--- src/rtl/stereo_frame_sequencer.sv ---
// Lockstep frame sequencer for NUM_CH camera channels: CAPTURE -> GRAY -> PROCESS -> DONE,
// with a per-phase watchdog, abort, continuous mode and a frame counter. Define SEQ_SKEW_MON_EN for max_skew.
module stereo_frame_sequencer #(
    parameter int unsigned NUM_CH  = 2,
    parameter int unsigned TIMEOUT = 2000000,
    parameter int unsigned TO_W    = 24,
    parameter int unsigned FCNT_W  = 16
) (
    input  logic              clk,
    input  logic              rst_n,
    input  logic              start,
    input  logic              abort,
    input  logic              cont_mode,
    input  logic [NUM_CH-1:0] ch_mask,
    input  logic [NUM_CH-1:0] rwm1_done,
    input  logic [NUM_CH-1:0] gs_done,
    input  logic [NUM_CH-1:0] rwm2_done,
    output logic [NUM_CH-1:0] camera_enable,
    output logic [NUM_CH-1:0] rwm1_enable,
    output logic              rw_1,
    output logic [NUM_CH-1:0] gs_enable,
    output logic [NUM_CH-1:0] rwm2_enable,
    output logic              rw_2,
    output logic              busy,
    output logic              frame_done,
    output logic              error,
    output logic [1:0]        err_phase,
    output logic [FCNT_W-1:0] frame_count
`ifdef SEQ_SKEW_MON_EN
    ,
    output logic [TO_W-1:0]   max_skew
`endif
);

    typedef enum logic [2:0] {S_IDLE, S_CAPTURE, S_GRAY, S_PROCESS, S_DONE, S_ERR} state_t;

    state_t            state_q, state_d;
    logic [NUM_CH-1:0] mask_q, mask_d;
    logic [NUM_CH-1:0] sticky_q, sticky_d;
    logic [TO_W-1:0]   wd_q, wd_d;
    logic [1:0]        err_phase_d;
    logic [NUM_CH-1:0] phase_done;
    logic              all_done;
    logic              timeout;
    logic              in_phase;

    always_comb begin
        case (state_q)
            S_CAPTURE: phase_done = rwm1_done;
            S_GRAY:    phase_done = gs_done;
            S_PROCESS: phase_done = rwm2_done;
            default:   phase_done = '0;
        endcase
    end

    assign in_phase = (state_q == S_CAPTURE) || (state_q == S_GRAY) || (state_q == S_PROCESS);
    assign all_done = &(sticky_q | phase_done | ~mask_q);
    assign timeout  = (wd_q == TO_W'(TIMEOUT - 1));

    always_comb begin
        state_d     = state_q;
        mask_d      = mask_q;
        sticky_d    = sticky_q;
        err_phase_d = err_phase;
        if (abort) begin
            state_d     = S_IDLE;
            sticky_d    = '0;
            err_phase_d = '0;
        end else begin
            case (state_q)
                S_IDLE: begin
                    if (start && (|ch_mask)) begin
                        state_d = S_CAPTURE;
                        mask_d  = ch_mask;
                    end
                end
                S_CAPTURE, S_GRAY, S_PROCESS: begin
                    // Completion is checked before the timeout so a last-cycle done still advances.
                    if (all_done) begin
                        sticky_d = '0;
                        state_d  = (state_q == S_CAPTURE) ? S_GRAY :
                                   (state_q == S_GRAY)    ? S_PROCESS : S_DONE;
                    end else if (timeout) begin
                        sticky_d    = '0;
                        state_d     = S_ERR;
                        err_phase_d = (state_q == S_CAPTURE) ? 2'd1 :
                                      (state_q == S_GRAY)    ? 2'd2 : 2'd3;
                    end else begin
                        sticky_d = sticky_q | (phase_done & mask_q);
                    end
                end
                S_DONE:  state_d = cont_mode ? S_CAPTURE : S_IDLE;
                default: state_d = state_q;
            endcase
        end
        wd_d = (in_phase && (state_d == state_q)) ? wd_q + 1'b1 : '0;
    end

    // Outputs are decoded from the next state so they change on the same edge as the state.
    always_ff @(posedge clk or negedge rst_n) begin
        if (!rst_n) begin
            state_q       <= S_IDLE;
            mask_q        <= '0;
            sticky_q      <= '0;
            wd_q          <= '0;
            camera_enable <= '0;
            rwm1_enable   <= '0;
            rw_1          <= 1'b0;
            gs_enable     <= '0;
            rwm2_enable   <= '0;
            rw_2          <= 1'b0;
            busy          <= 1'b0;
            frame_done    <= 1'b0;
            error         <= 1'b0;
            err_phase     <= '0;
            frame_count   <= '0;
        end else begin
            state_q       <= state_d;
            mask_q        <= mask_d;
            sticky_q      <= sticky_d;
            wd_q          <= wd_d;
            camera_enable <= (state_d == S_CAPTURE) ? mask_d : '0;
            rwm1_enable   <= ((state_d == S_CAPTURE) || (state_d == S_GRAY)) ? mask_d : '0;
            rw_1          <= (state_d == S_CAPTURE);
            gs_enable     <= (state_d == S_GRAY) ? mask_d : '0;
            rwm2_enable   <= ((state_d == S_GRAY) || (state_d == S_PROCESS)) ? mask_d : '0;
            rw_2          <= (state_d == S_GRAY);
            busy          <= (state_d == S_CAPTURE) || (state_d == S_GRAY) || (state_d == S_PROCESS);
            frame_done    <= (state_d == S_DONE);
            error         <= (state_d == S_ERR);
            err_phase     <= err_phase_d;
            if (state_d == S_DONE) frame_count <= frame_count + 1'b1;
        end
    end

`ifdef SEQ_SKEW_MON_EN
    logic [TO_W-1:0] skew_cnt_q, skew_cnt_d, max_skew_d, skew_now;

    // skew_cnt_q counts cycles since the first accumulated done bit of the current phase.
    always_comb begin
        skew_cnt_d = '0;
        max_skew_d = max_skew;
        skew_now   = (|sticky_q) ? skew_cnt_q + 1'b1 : '0;
        if (abort) begin
            max_skew_d = '0;
        end else if (in_phase) begin
            if (all_done) begin
                if (skew_now > max_skew) max_skew_d = skew_now;
            end else if (!timeout && (|sticky_q)) begin
                skew_cnt_d = skew_cnt_q + 1'b1;
            end
        end
    end

    always_ff @(posedge clk or negedge rst_n) begin
        if (!rst_n) begin
            skew_cnt_q <= '0;
            max_skew   <= '0;
        end else begin
            skew_cnt_q <= skew_cnt_d;
            max_skew   <= max_skew_d;
        end
    end
`endif

endmodule

--- config.mk ---
export PLATFORM = sky130hd
export DESIGN_NAME = stereo_frame_sequencer
export DESIGN_NICKNAME = d
export VERILOG_FILES = /design/src/rtl/stereo_frame_sequencer.sv
export SDC_FILE = /design/constraint.sdc
export NUM_CORES = 1
export LEC_CHECK = 0
export ABC_AREA = 1
export CAP_MARGIN = 0
export CORE_MARGIN = 3
export CORE_UTILIZATION = 55
export CTS_CLUSTER_SIZE = 30
export DETAILED_ROUTE_END_ITERATION = 10
export PLACE_DENSITY = 0.8
export SLEW_MARGIN = 25
export SYNTH_ARGS = -nofsm -noshare
export SYNTH_HDL_FRONTEND = slang
export SYNTH_SLANG_ARGS = --single-unit
--- constraint.sdc ---
create_clock -name clk -period 2.6 [get_ports clk]
set_input_delay 0.39 -clock clk [delete_from_list [all_inputs] [get_ports clk]]
set_output_delay 0.39 -clock clk [all_outputs]
set_load 0.02 [all_outputs]
==> flow_summary.json, run 1 <==
{
  "status": "finished, final reports clean",
  "critPathCaptureType": "flip-flop",
  "grt_max_degree": 63,
  "worst-r2r-cell-count": 11,
  "fin_crit_sh": 0.853,
  "min_period_ns": 2.22,
  "diodes": 0,
  "die_y_um": 84.2,
  "synth.area.top_cells": "dfrtp_1 46%, nand2_1 11%, nor2_1 6.4%",
  "cellPowerDensity_mw_per_mm2": 747,
  "finalWeightedCongestion": 0.846,
  "totalWireLength_um": 6890,
  "io_pins": 44,
  "maxCapViolations": 0,
  "dp_hpwl_um": 4990,
  "first_pass_iters": 4,
  "postCtsHoldBufs": 0,
  "slowest_stage": "dfrtp_1",
  "drive_gt1_frac": 0.128,
  "yosysTopAreaCell": "dfrtp_1",
  "ys_top_cells_by_count": "99 x nand2_1, 62 x dfrtp_1, 57 x nor2_1, 48 x inv_1, 28 x nand3_1",
  "synth_top_area_share": 0.461,
  "cp_top_family": "simple AND/OR/NAND/NOR gates",
  "arrival_ns": 2.49,
  "cp_cell_sequence": "ha_1, nand3_1, nor2_1, nand3_1, or2_1, nor2_2, nand3_1, nor2_1, xor2_1, inv_1, nor2_2",
  "final_area_sq_mm": 0.00406,
  "slew_headroom": 0.493,
  "num-nets-final": 487,
  "yosysMostFrequentCell": "nand2_1",
  "setup_tns_ns": 0,
  "cpMostUsedCell": "nand3_1",
  "synth_cell_types": 32,
  "postCtsSetupBuffers": 0,
  "r2r_start": "wd_q[0]",
  "gr-usage-all-layers": 0.209,
  "htree_levels": 3,
  "required_ns": 2.88,
  "cts_tree": "built",
  "largestRegisters": "wd_q x24, frame_count x16, state_q x3",
  "synth-seq-area-share": 0.461,
  "viasPerCell": 5.09,
  "yosys_most_used_dff": "dfrtp_1",
  "grt_pass1_vias": 2854,
  "rsz0062_at_grt": "false",
  "hold_violations": 0,
  "ff2ff_setup_slack_ns": 0.38,
  "critPathMaxFanout": 4,
  "routedWlPerCell_um": 12.5,
  "worst_slack_ns": 0.382,
  "vias": 2792,
  "hp-class": "input pin to async pin",
  "fin_cells": 549,
  "grt_pass1_wl_um": 12100,
  "regArea_sq_mm": 0.00155,
  "synth_seq_cells": 62,
  "syn_avg_cell_area_sq_um": 7.98,
  "worst_slew_pin_slew_ns": 0.760,
  "p_leak_nw": 1.83,
  "crit_type": "flip-flop to flip-flop",
  "fp-row-count": 27,
  "cts-root-buf": "clkbuf_8",
  "fillerInstances": 445,
  "initial_utilization": 0.590,
  "cts_sinks": 62,
  "startpoint": "wd_q[0]",
  "async_flop_share": 1.00,
  "finalSetupViolations": 0,
  "slew_violations": 0,
  "drt-initial-drc-count": 172,
  "cts_buffer_depth": 2,
  "syn_area_sq_mm": 0.00337,
  "post_dp_cell_area_sq_mm": 0.00385,
  "core_sq_mm": 0.00571,
  "place_ws_ns": 0.257,
  "maxClockFrequency_mhz": 451,
  "syn2layout_area_growth_pct": 20.5,
  "die_w_um": 84.2,
  "crit_path_max_incr_delay_ns": 0.39,
  "synth_edf_count": 0,
  "ant_nets": 0,
  "fin_worst_skew_ns": 0.00983,
  "syn-num-nets": 437,
  "dieArea_sq_mm": 0.00710,
  "r2r-end": "wd_q[22]",
  "numCtsBuffers": 9,
  "regMostFlops": "wd_q",
  "dp.cells": 533,
  "path_clk_slew_ns": 0.07,
  "ir_drop_mv": 0.528,
  "synth_cells": 422,
  "post-route-drc-count": 0,
  "antenna_found_initial": 0,
  "multi_input_area_sq_mm": 0.00156,
  "cts_resized": 0,
  "gr-total-overflow": 0,
  "largest_reg_flops": 24,
  "clock_latency_ns": 0.35,
  "yosys_warnings": 0,
  "io_buffer_count": 43,
  "cp-start-kind": "flip-flop",
  "crit_buf_inv": 1
}
==> routing by layer <==
layer,GRT usage,routed length [um],up-vias
li1,-,-,1426
met1,0.257,3080,1296
met2,0.349,3410,56
met3,0.0550,258,14
met4,0.0848,137,0
met5,0,0,-
==> cells by family after synthesis <==
logic type / count (synthesis) / share of synthesized area
simple gates: 240 / 0.329
flops: 62 / 0.461
fa+ha+maj: 2 / 0.00743
xor+xnor: 30 / 0.0780
compound gates: 29 / 0.0491
buf+inv: 59 / 0.0762
==> metrics by stage <==
step	util	hold WS [ns]	total power, mW
CTS	0.711	0.224	3.06
floorplan	-	0.0944	1.80
finish	0.711	0.201	3.03
detailed placement	0.675	0.479	2.18
global route	0.711	0.262	3.22
global placement	0.675	0.476	2.16
==> how the worst max path moves through the flow <==
stage                                  to  slack (ns)  cells past startpoint
after floorplan                  wd_q[20]        0.73                     11
after global placement     frame_count[8]        0.29                     11
after detailed placement  frame_count[13]        0.26                     11
after CTS                        wd_q[22]        0.39                     11
after global routing       frame_count[7]        0.13                     11
final                            wd_q[22]        0.38                     11
==> report_power, final <==
group / switching [mW] / total (mW) / leakage [nW] / internal [mW]
Sequential: 0.129 / 1.23 / 0.826 / 1.10
Combinational: 0.541 / 0.932 / 0.902 / 0.391
Clock: 0.416 / 0.872 / 0.101 / 0.455
Total: 1.09 / 3.03 / 1.83 / 1.95
==> worst reg2reg max path, stage by stage, from the launching register on <==
cell and delay [ns]:
dfrtp_1 0.39, ha_1 0.21, nand3_1 0.15, nor2_1 0.16, nand3_1 0.14, or2_1 0.30
nor2_2 0.14, nand3_1 0.17, nor2_1 0.18, xor2_1 0.17, inv_1 0.07, nor2_2 0.09
==> cells in the final DEF, fill, tap and decap left out, drive strengths merged <==
cell           netlist  final
nor2                80     80
or2                  1      1
clkinv               1      3
nor3                 8      8
clkbuf               0      9
ha                   2      2
a211oi               2      2
bufinv               0      1
xor2                21     21
dfrtp               62     62
nor4                 3      3
clkinvlp             0      1
clkdlybuf4s50        0     42
inv                 52     55
nand2              108    108
xnor2                9      9
o21ai               18     18
nand3               30     30
o21bai               1      1
nand3b               1      1
nand4                9      9
buf                  6      3
a21oi                7      7
a311oi               1      1
==> cell type report <==
cell class	count	share of cell area
timing repair buffer	45	0.112
sequential	62	0.382
inverter	53	0.0490
tap	72	0.0222
clock inverter	7	0.0200
clock buffer	9	0.0305
multi-input combinational	301	0.384
Note: power is estimated with default switching activity, not from simulation.
==> inputs of run 2 (changes only) <==
--- a/config.mk
+++ b/config.mk
@@ -7,6 +7,7 @@
 export LEC_CHECK = 0
 export ABC_AREA = 1
 export CAP_MARGIN = 0
+export CORE_ASPECT_RATIO = 0.75
 export CORE_MARGIN = 3
 export CORE_UTILIZATION = 55
 export CTS_CLUSTER_SIZE = 30
==> flow_summary.json, run 2 (same netlist as run 1, synthesis figures left out) <==
{
  "status": "finished, final reports clean",
  "ff2ff_setup_slack_ns": 0.33,
  "fillerInstances": 485,
  "postCtsHoldBufs": 1,
  "cts_tree": "built",
  "largest_reg_flops": 24,
  "regArea_sq_mm": 0.00155,
  "min_period_ns": 2.27,
  "hold_violations": 0,
  "grt_pass1_wl_um": 12600,
  "cts-root-buf": "clkbuf_8",
  "layout_commonest_cell": "nand2_1",
  "ir_drop_mv": 0.592,
  "io_pins": 44,
  "hp-class": "input pin to async pin",
  "first_pass_iters": 4,
  "total_power_mw": 3.02,
  "cp-start-kind": "flip-flop",
  "cts_buffer_depth": 2,
  "fin_crit_sh": 0.872,
  "critPathMaxFanout": 12,
  "slowest_stage": "dfrtp_1",
  "regMostFlops": "wd_q",
  "multi_input_area_sq_mm": 0.00156,
  "antenna_found_initial": 0,
  "cp_cell_sequence": "nor2_2, nand3_1, nand4_2, nand3_1, nand2_1, nand2_1, nand2_2, nand3_1, nand2_1, o21ai_1",
  "met2_usage": 0.343,
  "gr-total-overflow": 0,
  "crit_type": "flip-flop to flip-flop",
  "maxCapViolations": 0,
  "critPathCaptureType": "flip-flop",
  "totalWireLength_um": 7080,
  "final_cell_mix": "99 x nand2_1, 62 x dfrtp_1, 57 x nor2_1",
  "finalSetupViolations": 0,
  "initial_utilization": 0.575,
  "setup_tns_ns": 0,
  "cp_top_family": "simple AND/OR/NAND/NOR gates",
  "drt-initial-drc-count": 154,
  "p_leak_nw": 1.84,
  "rsz0062_at_grt": "false",
  "clock_latency_ns": 0.33,
  "routedWlPerCell_um": 12.7,
  "required_ns": 2.81,
  "num-nets-final": 489,
  "die_w_um": 96.3,
  "arrival_ns": 2.48,
  "postLayoutCoreUtil": 0.696,
  "gr-usage-all-layers": 0.225,
  "viasPerCell": 5.07,
  "grtUsageMet1": 0.318,
  "path_clk_slew_ns": 0.07,
  "diodes": 0,
  "grt_max_degree": 29,
  "post-route-drc-count": 0,
  "fp-row-count": 24,
  "met3_usage": 0.0635,
  "numCtsBuffers": 9,
  "slew_violations": 0,
  "crit_path_max_incr_delay_ns": 0.48,
  "dp_hpwl_um": 5110,
  "finalWeightedCongestion": 0.868,
  "cellPowerDensity_mw_per_mm2": 741,
  "vias": 2825,
  "slew_headroom": 0.670,
  "largestRegisters": "wd_q x24, frame_count x16, state_q x3",
  "maxClockFrequency_mhz": 441,
  "top_usage_layer": "met2",
  "cts_resized": 0,
  "drive_gt1_frac": 0.127,
  "io_buffer_count": 43,
  "grt_pass1_vias": 2814,
  "crit_buf_inv": 0,
  "die_y_um": 73.8,
  "fin_worst_skew_ns": 0.00637,
  "syn2layout_area_growth_pct": 21.1,
  "cts_sinks": 62,
  "dieArea_sq_mm": 0.00711,
  "postCtsSetupBuffers": 0,
  "core_sq_mm": 0.00586,
  "htree_levels": 3,
  "worst_slew_pin_slew_ns": 0.493,
  "ant_nets": 0
}
## run 2: per-layer routing
layer / routed length [um] / vias to the layer above
met5: 0 / -
met4: 61 / 0
met3: 321 / 8
met2: 3220 / 60
met1: 3470 / 1335
li1: - / 1422
## run 2: area by class of cell
| class | count | share of cell area |
|---|---|---|
| repair buffers | 47 | 0.115 |
| inverters | 53 | 0.0488 |
| multi-input cells | 301 | 0.382 |
| clock inverters | 4 | 0.0110 |
| flip-flops and latches | 62 | 0.380 |
| well taps | 78 | 0.0239 |
| clock buffers | 12 | 0.0380 |
## run 2: metrics by stage
step / worst slack, ns / cells / hold slack [ns] / cell area (sq um)
after floorplan: 0.729 / 422 / 0.0944 / 3370
after global placement: 0.295 / 540 / 0.277 / 3870
after detailed placement: 0.210 / 540 / 0.277 / 3870
after CTS: 0.358 / 557 / 0.442 / 4080
after global routing: 0.0386 / 557 / 0.478 / 4080
final: 0.332 / 557 / 0.445 / 4080
## run 2: report_power, final
group	internal, mW	switching, mW
Sequential	1.10	0.132
Clock	0.490	0.363
Combinational	0.395	0.543
Total	1.98	1.04
## run 2: worst paths after layout
kind,from,endpoint,depth (start not counted)
worst max-delay path,state_q[1],frame_count[5],10
worst min-delay path,rst_n,wd_q[14],2
worst max register to register,state_q[1],frame_count[5],10
worst min register to register,wd_q[0],wd_q[0],1
max in group asynchronous,rst_n,frame_count[13],3
min in group clk,wd_q[0],wd_q[0],1
